**src/rtl/m_issue_pkg.sv**
```systemverilog
// Shared definitions for the M-extension issue stage: FSM encoding, AluOp codes
// and op classification.
package m_issue_pkg;

  localparam int DATA_WIDTH   = 32;
  localparam int ALU_OP_WIDTH = 5;

  typedef logic [ALU_OP_WIDTH-1:0] alu_op_t;

  localparam logic [1:0] ST_IDLE     = 2'd0;
  localparam logic [1:0] ST_DIV_BUSY = 2'd1;
  localparam logic [1:0] ST_DONE     = 2'd2;
  localparam logic [1:0] ST_ABORT    = 2'd3;

  // The all-zero code doubles as the idle no-op seen by the M wrapper.
  localparam alu_op_t ALU_NOP    = 5'd0;
  localparam alu_op_t ALU_MUL    = 5'd16;
  localparam alu_op_t ALU_MULH   = 5'd17;
  localparam alu_op_t ALU_MULHSU = 5'd18;
  localparam alu_op_t ALU_MULHU  = 5'd19;
  localparam alu_op_t ALU_DIV    = 5'd20;
  localparam alu_op_t ALU_DIVU   = 5'd21;
  localparam alu_op_t ALU_REM    = 5'd22;
  localparam alu_op_t ALU_REMU   = 5'd23;

  function automatic logic is_div(input alu_op_t op);
    return op inside {ALU_DIV, ALU_DIVU, ALU_REM, ALU_REMU};
  endfunction

endpackage

```
**src/rtl/m_result_cache.sv**
```systemverilog
// One-entry memo of the last completed divide {op, s1, s2, result}; only built
// into m_issue_ctrl when M_DIVREM_CACHE_EN is defined.
module m_result_cache
  import m_issue_pkg::*;
#(
  parameter int DATA_W = DATA_WIDTH,
  parameter int OP_W   = ALU_OP_WIDTH
) (
  input  logic              clk,
  input  logic              rst,
  input  logic [OP_W-1:0]   lookup_op,
  input  logic [DATA_W-1:0] lookup_s1,
  input  logic [DATA_W-1:0] lookup_s2,
  output logic              hit,
  output logic [DATA_W-1:0] hit_data,
  input  logic              fill,
  input  logic [OP_W-1:0]   fill_op,
  input  logic [DATA_W-1:0] fill_s1,
  input  logic [DATA_W-1:0] fill_s2,
  input  logic [DATA_W-1:0] fill_data
);

  logic              valid;
  logic [OP_W-1:0]   tag_op;
  logic [DATA_W-1:0] tag_s1;
  logic [DATA_W-1:0] tag_s2;
  logic [DATA_W-1:0] data;

  always_ff @(posedge clk) begin
    if (rst) begin
      valid <= 1'b0;
    end else if (fill) begin
      valid <= 1'b1;
    end
  end

  // NOTE: the payload is not reset; the valid bit alone decides whether it is
  // trusted, so the wide storage needs no reset fan-out.
  always_ff @(posedge clk) begin
    if (fill) begin
      tag_op <= fill_op;
      tag_s1 <= fill_s1;
      tag_s2 <= fill_s2;
      data   <= fill_data;
    end
  end

  assign hit      = valid && (tag_op == lookup_op) && (tag_s1 == lookup_s1) && (tag_s2 == lookup_s2);
  assign hit_data = data;

endmodule

```
**src/rtl/m_issue_ctrl.sv**
```systemverilog
// Issue/sequencing stage in front of the RV32M wrapper: MUL passes straight
// through, DIV is latched and stalls EX. Optional divide memo: M_DIVREM_CACHE_EN.
module m_issue_ctrl
  import m_issue_pkg::*;
#(
  parameter int DATA_W = DATA_WIDTH,
  parameter int OP_W   = ALU_OP_WIDTH,
  parameter int RD_W   = 5
) (
  input  logic              clk,
  input  logic              rst,
  input  logic              ex_valid,
  input  logic [OP_W-1:0]   ex_AluOp,
  input  logic [DATA_W-1:0] ex_s1,
  input  logic [DATA_W-1:0] ex_s2,
  input  logic [RD_W-1:0]   ex_rd,
  input  logic              flush,
  output logic [DATA_W-1:0] m_s1,
  output logic [DATA_W-1:0] m_s2,
  output logic [OP_W-1:0]   m_AluOp,
  input  logic              m_div_ready,
  input  logic [DATA_W-1:0] m_data,
  output logic              ex_stall,
  output logic              wb_valid,
  output logic [RD_W-1:0]   wb_rd,
  output logic [DATA_W-1:0] wb_data
);

  logic [1:0]        state;
  logic [1:0]        state_nxt;
  logic [DATA_W-1:0] lat_s1;
  logic [DATA_W-1:0] lat_s2;
  logic [OP_W-1:0]   lat_op;
  logic [RD_W-1:0]   lat_rd;

  logic              ex_div;
  logic              ex_mul;
  logic              cache_hit;
  logic [DATA_W-1:0] cache_data;
  logic              div_accept;
  logic              div_bypass;
  logic              div_finish;

  assign ex_div = ex_valid && is_div(ex_AluOp);
  assign ex_mul = ex_valid && !is_div(ex_AluOp) && (ex_AluOp != '0);

  // A flushed divide in IDLE is simply never accepted.
  assign div_accept = (state == ST_IDLE) && ex_div && !flush && !cache_hit;
  assign div_bypass = (state == ST_IDLE) && ex_div && !flush && cache_hit;
  assign div_finish = (state == ST_DIV_BUSY) && m_div_ready && !flush;

`ifdef M_DIVREM_CACHE_EN
  m_result_cache #(
    .DATA_W (DATA_W),
    .OP_W   (OP_W)
  ) u_cache (
    .clk       (clk),
    .rst       (rst),
    .lookup_op (ex_AluOp),
    .lookup_s1 (ex_s1),
    .lookup_s2 (ex_s2),
    .hit       (cache_hit),
    .hit_data  (cache_data),
    .fill      (div_finish),
    .fill_op   (lat_op),
    .fill_s1   (lat_s1),
    .fill_s2   (lat_s2),
    .fill_data (m_data)
  );
`else
  assign cache_hit  = 1'b0;
  assign cache_data = '0;
`endif

  // NOTE: every output of this block gets a default first so no path leaves
  // a value unassigned and infers a latch.
  always_comb begin
    state_nxt = state;
    m_s1      = lat_s1;
    m_s2      = lat_s2;
    m_AluOp   = '0;
    ex_stall  = 1'b0;
    case (state)
      ST_IDLE: begin
        if (ex_mul || div_accept) begin
          m_s1    = ex_s1;
          m_s2    = ex_s2;
          m_AluOp = ex_AluOp;
        end
        if (div_accept) begin
          ex_stall  = 1'b1;
          state_nxt = ST_DIV_BUSY;
        end
      end
      ST_DIV_BUSY: begin
        m_AluOp  = lat_op;
        ex_stall = 1'b1;
        if (flush)            state_nxt = ST_ABORT;
        else if (m_div_ready) state_nxt = ST_DONE;
      end
      ST_DONE:  state_nxt = ST_IDLE;
      ST_ABORT: state_nxt = ST_IDLE;
      default:  state_nxt = ST_IDLE;
    endcase
  end

  // NOTE: state uses non-blocking assignments so every register samples the
  // pre-edge values regardless of statement order.
  always_ff @(posedge clk) begin
    if (rst) begin
      state    <= ST_IDLE;
      lat_s1   <= '0;
      lat_s2   <= '0;
      lat_op   <= '0;
      lat_rd   <= '0;
      wb_valid <= 1'b0;
      wb_rd    <= '0;
      wb_data  <= '0;
    end else begin
      state    <= state_nxt;
      wb_valid <= 1'b0;
      if (div_accept) begin
        lat_s1 <= ex_s1;
        lat_s2 <= ex_s2;
        lat_op <= ex_AluOp;
        lat_rd <= ex_rd;
      end
      if ((state == ST_IDLE) && ex_mul && !flush) begin
        wb_valid <= 1'b1;
        wb_rd    <= ex_rd;
        wb_data  <= m_data;
      end
      if (div_bypass) begin
        wb_valid <= 1'b1;
        wb_rd    <= ex_rd;
        wb_data  <= cache_data;
      end
      if (div_finish) begin
        wb_valid <= 1'b1;
        wb_rd    <= lat_rd;
        wb_data  <= m_data;
      end
    end
  end

endmodule

```
**config.mk**
```make
export PLATFORM = sky130hd
export DESIGN_NAME = m_issue_ctrl
export DESIGN_NICKNAME = d
export VERILOG_FILES = /design/src/rtl/m_issue_pkg.sv /design/src/rtl/m_result_cache.sv /design/src/rtl/m_issue_ctrl.sv
export SDC_FILE = /design/constraint.sdc
export NUM_CORES = 1
export LEC_CHECK = 0
export BUFFER_PORTS_ARGS = -buffer_cell sky130_fd_sc_hd__buf_2
export CAP_MARGIN = 20
export CORE_MARGIN = 4
export CORE_UTILIZATION = 48
export CTS_CLUSTER_DIAMETER = 50
export CTS_CLUSTER_SIZE = 14
export DETAILED_ROUTE_END_ITERATION = 6
export PLACE_DENSITY = 0.91
export SLEW_MARGIN = 20
export SYNTH_ARGS = -nofsm -noshare
export SYNTH_HDL_FRONTEND = slang
export SYNTH_SLANG_ARGS = --single-unit
```
**constraint.sdc**
```tcl
create_clock -name clk -period 2.4 [get_ports clk]
set_input_delay 0.48 -clock clk [delete_from_list [all_inputs] [get_ports clk]]
set_output_delay 0.48 -clock clk [all_outputs]
set_load 0.1 [all_outputs]
```
==> metrics.md <==
| Metric | Value |
|---|---|
| F_max | 0.3561 GHz |
| Dominant cells by area after synthesis | dfxtp_1 (45%), mux2_2 (14%), a21oi_1 (11%), nand2_1 (11%), nand3_1 (3.2%) |
| Final Core Density | 0.8098 |
| Cell taking the most area after synthesis | dfxtp_1 |
| Vias in the first global route | 5,516 |
| Worst setup margin | -0.4082 ns |
| Post-synth top cells | nand2_1 (145), dfxtp_1 (114), a21oi_1 (111) |
| Hold endpoint | lat_s1[5]$_SDFFE_PP0P_ |
| Top cell type's share of synthesized area | 0.4501 |
| Antenna Nets Post-Route | 0 |
| Worst setup EP type | output port |
| Avg Vias per Cell | 5.668 |
| Clk slew on worst S/H paths | 0.06 ns |
| Period utilisation layout | 1.170 |
| H-Tree Depth | 4 |
| Max Slew Vio Count | 0 |
| Worst reg2reg path depth | 6 |
| Routed len/inst | 19.01 um |
| R2r startpoint | state[1]$_SDFFE_PP0P_ |
| Setup violators final | 68 |
| Worst-path maximum fanout | 7 |
| Startpoint types | flop |
| Crit-path max cell delay | 0.40 ns |
| Worst Hold Path Cells | 3 |
| Fin. Hold Viols | 0 |
| Filler cells | 607 |
| Hold buffer count at cts | 0 |
| Clock tree sinks | 114 |
| Fin Clk Skew | 0.007893 ns |
| Total track usage | 0.2625 |
| Std-Cell Rows | 37 |
| Top Ports | 219 |
| Top_reg_cell synth | dfxtp_1 |
| Top-count cell post-synth | nand2_1 |
| Worst Max-Slew Pin Slew | 0.6253 ns |
| Slew headroom | 0.5832 |
| Register area | 2283 um^2 |
| DR pass1 iterations | 5 |
| Peak supply drop | 0.0005877 V |
| Fin nets | 928 |
| CTS tree | done |
| Ys async rst share | 0 |
| CTS buffer count | 17 |
| Critical path class | flop to output port |
| PwrDens | 760.4 nW/um^2 |
| Residual DRC count | 0 |
| Area post-placement | 7302 um^2 |
| Routability cong. | 0.8475 |
| Worst EP arrival | 2.33 ns |
| Hold Crit Start | ex_s1[5] |
| RSZ-0062 raised after global routing | yes |
| Syn-to-layout area delta | 64.91% |
| Post-synthesis cell type count | 33 |
| Seq/Total Area, Yosys | 0.4501 |
| Pwr Total | 6.357 mW |
| Gr ovfl total | 0 |
| Layout cell share with drive strength beyond 1 | 0.4343 |
| HP Class | input port to flop |
| Lkg Pwr | 3.542 nW |
| Multi-input combinational cell area | 2750 um^2 |
| Die width | 110.8 um |
| Hold Slack | 0.2258 ns |
| Crit-path most repeated cell | buf_12 |
| Ys Warns | 0 |
| Post-Syn Nets | 709 |
| I/O Buffers | 218 |
| Dpl hpwl | 11.42 mm |
| #FFs+latches synth | 114 |
| Total wire length | 18.36 mm |
| Starting Density | 0.4911 |
| Worst reg2reg endpoint | lat_s2[23]$_SDFFE_PP0P_ |
| Setup TNS | -24.44 ns |
| EDFF count, synth | 0 |
| Final min period | 2.808 ns |
| Total of max-cap violations | 0 |
| CTS Buffer Depth | 2 |
| Layout Cells excl Fill | 966 |
| Syn Area/Cell | 8.478 um^2 |
| Clock root buffer master | clkbuf_8 |
| Die height | 110.8 um |
| Crit path max-delay cell type | or3b_4 |
| Mapped Cells | 598 |
| First-pass GRT wire length | 26.82 mm |
| Antenna violations before repair | 1 |
| Number of cells after detailed placement | 923 |
| Outcome | complete, but fails checks |
| CP Data Required Time | 1.92 ns |
| Synthesized area | 5070 um^2 |
| Failing checks | setup timing |
| Pin count of the biggest net entering global routing | 57 |
| Die ar. | 12,270 um^2 |
| Core area | 10,320 um^2 |
| Clk Latency, worst-skew pair | 0.50 ns |
| Drt initial violations | 483 |
| Reg2reg setup slack | 0.43 ns |
| Pre-CTS setup slack | -0.1289 ns |
| Final Cell Area | 8361 um^2 |
| Crit-path cells | or3b_4, o21ba_4, buf_12, clkbuf_16, mux2_4, buf_12 |
| Detailed-route via count | 5,475 |
## worst max path at each step
| stage | startpoint | depth (start not counted) | end |
|---|---|---|---|
| after global placement | ex_valid | 6 | m_s2[6] |
| final | state[1]$_SDFFE_PP0P_ | 6 | m_s2[5] |
| after floorplan | ex_valid | 5 | m_s1[13] |
| after global routing | state[1]$_SDFFE_PP0P_ | 6 | m_s2[10] |
| after CTS | state[0]$_SDFFE_PP0P_ | 5 | m_s2[29] |
| after detailed placement | ex_valid | 6 | m_s2[5] |
## critical path, delay by kind of cell (launching register included)
kind	cells	cell delay [ns]
DFF	1	0.32
buffers and inverters	3	0.50
and+or+nand+nor	1	0.40
muxes	1	0.32
AOI/OAI and AO/OA	1	0.28
## sequential cells by signal, summed over array words and instances, names as in the netlist
name	count
wb_valid	1
lat_s2	32
wb_data	32
lat_s1	32
state	2
wb_rd	5
lat_rd	5
lat_op	5
## report_power, final
group / total, mW / switching, mW / leakage, nW / internal [mW]
Combinational: 1.92 / 1.27 / 2.35 / 0.653
Sequential: 1.97 / 0.0262 / 0.925 / 1.95
Clock: 2.46 / 0.974 / 0.268 / 1.49
Total: 6.36 / 2.27 / 3.54 / 4.09
## what timing repair did
action | in CTS | in global routing
cloned | 0 | 8
gates resized for setup | 8 | 64
pin swaps | 1 | 2
endpoints found under the setup margin | 68 | 68
buffers inserted | 2 | 3
## cells in the final DEF (no fill, tap or decap), types with 2 or more instances in the layout
| master | instances |
|---|---|
| a21oi_1 | 109 |
| nor2_2 | 2 |
| nor4_4 | 2 |
| buf_8 | 2 |
| o21ai_0 | 28 |
| buf_12 | 76 |
| nand3_1 | 32 |
| clkinv_4 | 3 |
| nor4_1 | 2 |
| nand2_1 | 145 |
| nor2_1 | 7 |
| a22o_1 | 3 |
| dfxtp_1 | 113 |
| mux2_2 | 7 |
| buf_2 | 149 |
| buf_4 | 20 |
| inv_6 | 4 |
| o21ai_1 | 5 |
| a2111oi_0 | 5 |
| mux2_4 | 57 |
| bufinv_16 | 2 |
| nand3b_1 | 2 |
| nor2b_1 | 5 |
| clkinvlp_4 | 4 |
| clkbuf_16 | 21 |
| nor3_1 | 5 |
## layout make-up
cell class / instances / share of cell area
Clock buffer: 17 / 0.04954
Antenna cell: 1 / 0.0002993
Clock inverter: 14 / 0.01871
Tap cell: 136 / 0.02035
Timing Repair Buffer: 253 / 0.3090
Sequential cell: 114 / 0.2731
Multi-Input combinational cell: 431 / 0.3289
## per-layer routing
metal,vias to the layer above,part of all wire,track usage
li1,2507,-,-
met1,2612,0.37,0.2907
met2,300,0.52,0.4587
met3,56,0.077,0.09170
met4,0,0.040,0.1051
met5,-,0,0
## cells by family (layout without fill, tap and decap cells)
| logic type | after synthesis | count (layout) | share of synthesized area |
|---|---|---|---|
| AND/OR/NAND/NOR | 210 | 210 | 0.1831 |
| AO/OA/AOI/OAI | 157 | 157 | 0.1681 |
| other | 0 | 1 | 0 |
| flip-flops | 114 | 114 | 0.4501 |
| multiplexers | 64 | 64 | 0.1422 |
| buffers and inverters | 53 | 284 | 0.05651 |
No activity file was read; power rests on OpenSTA's default activity.
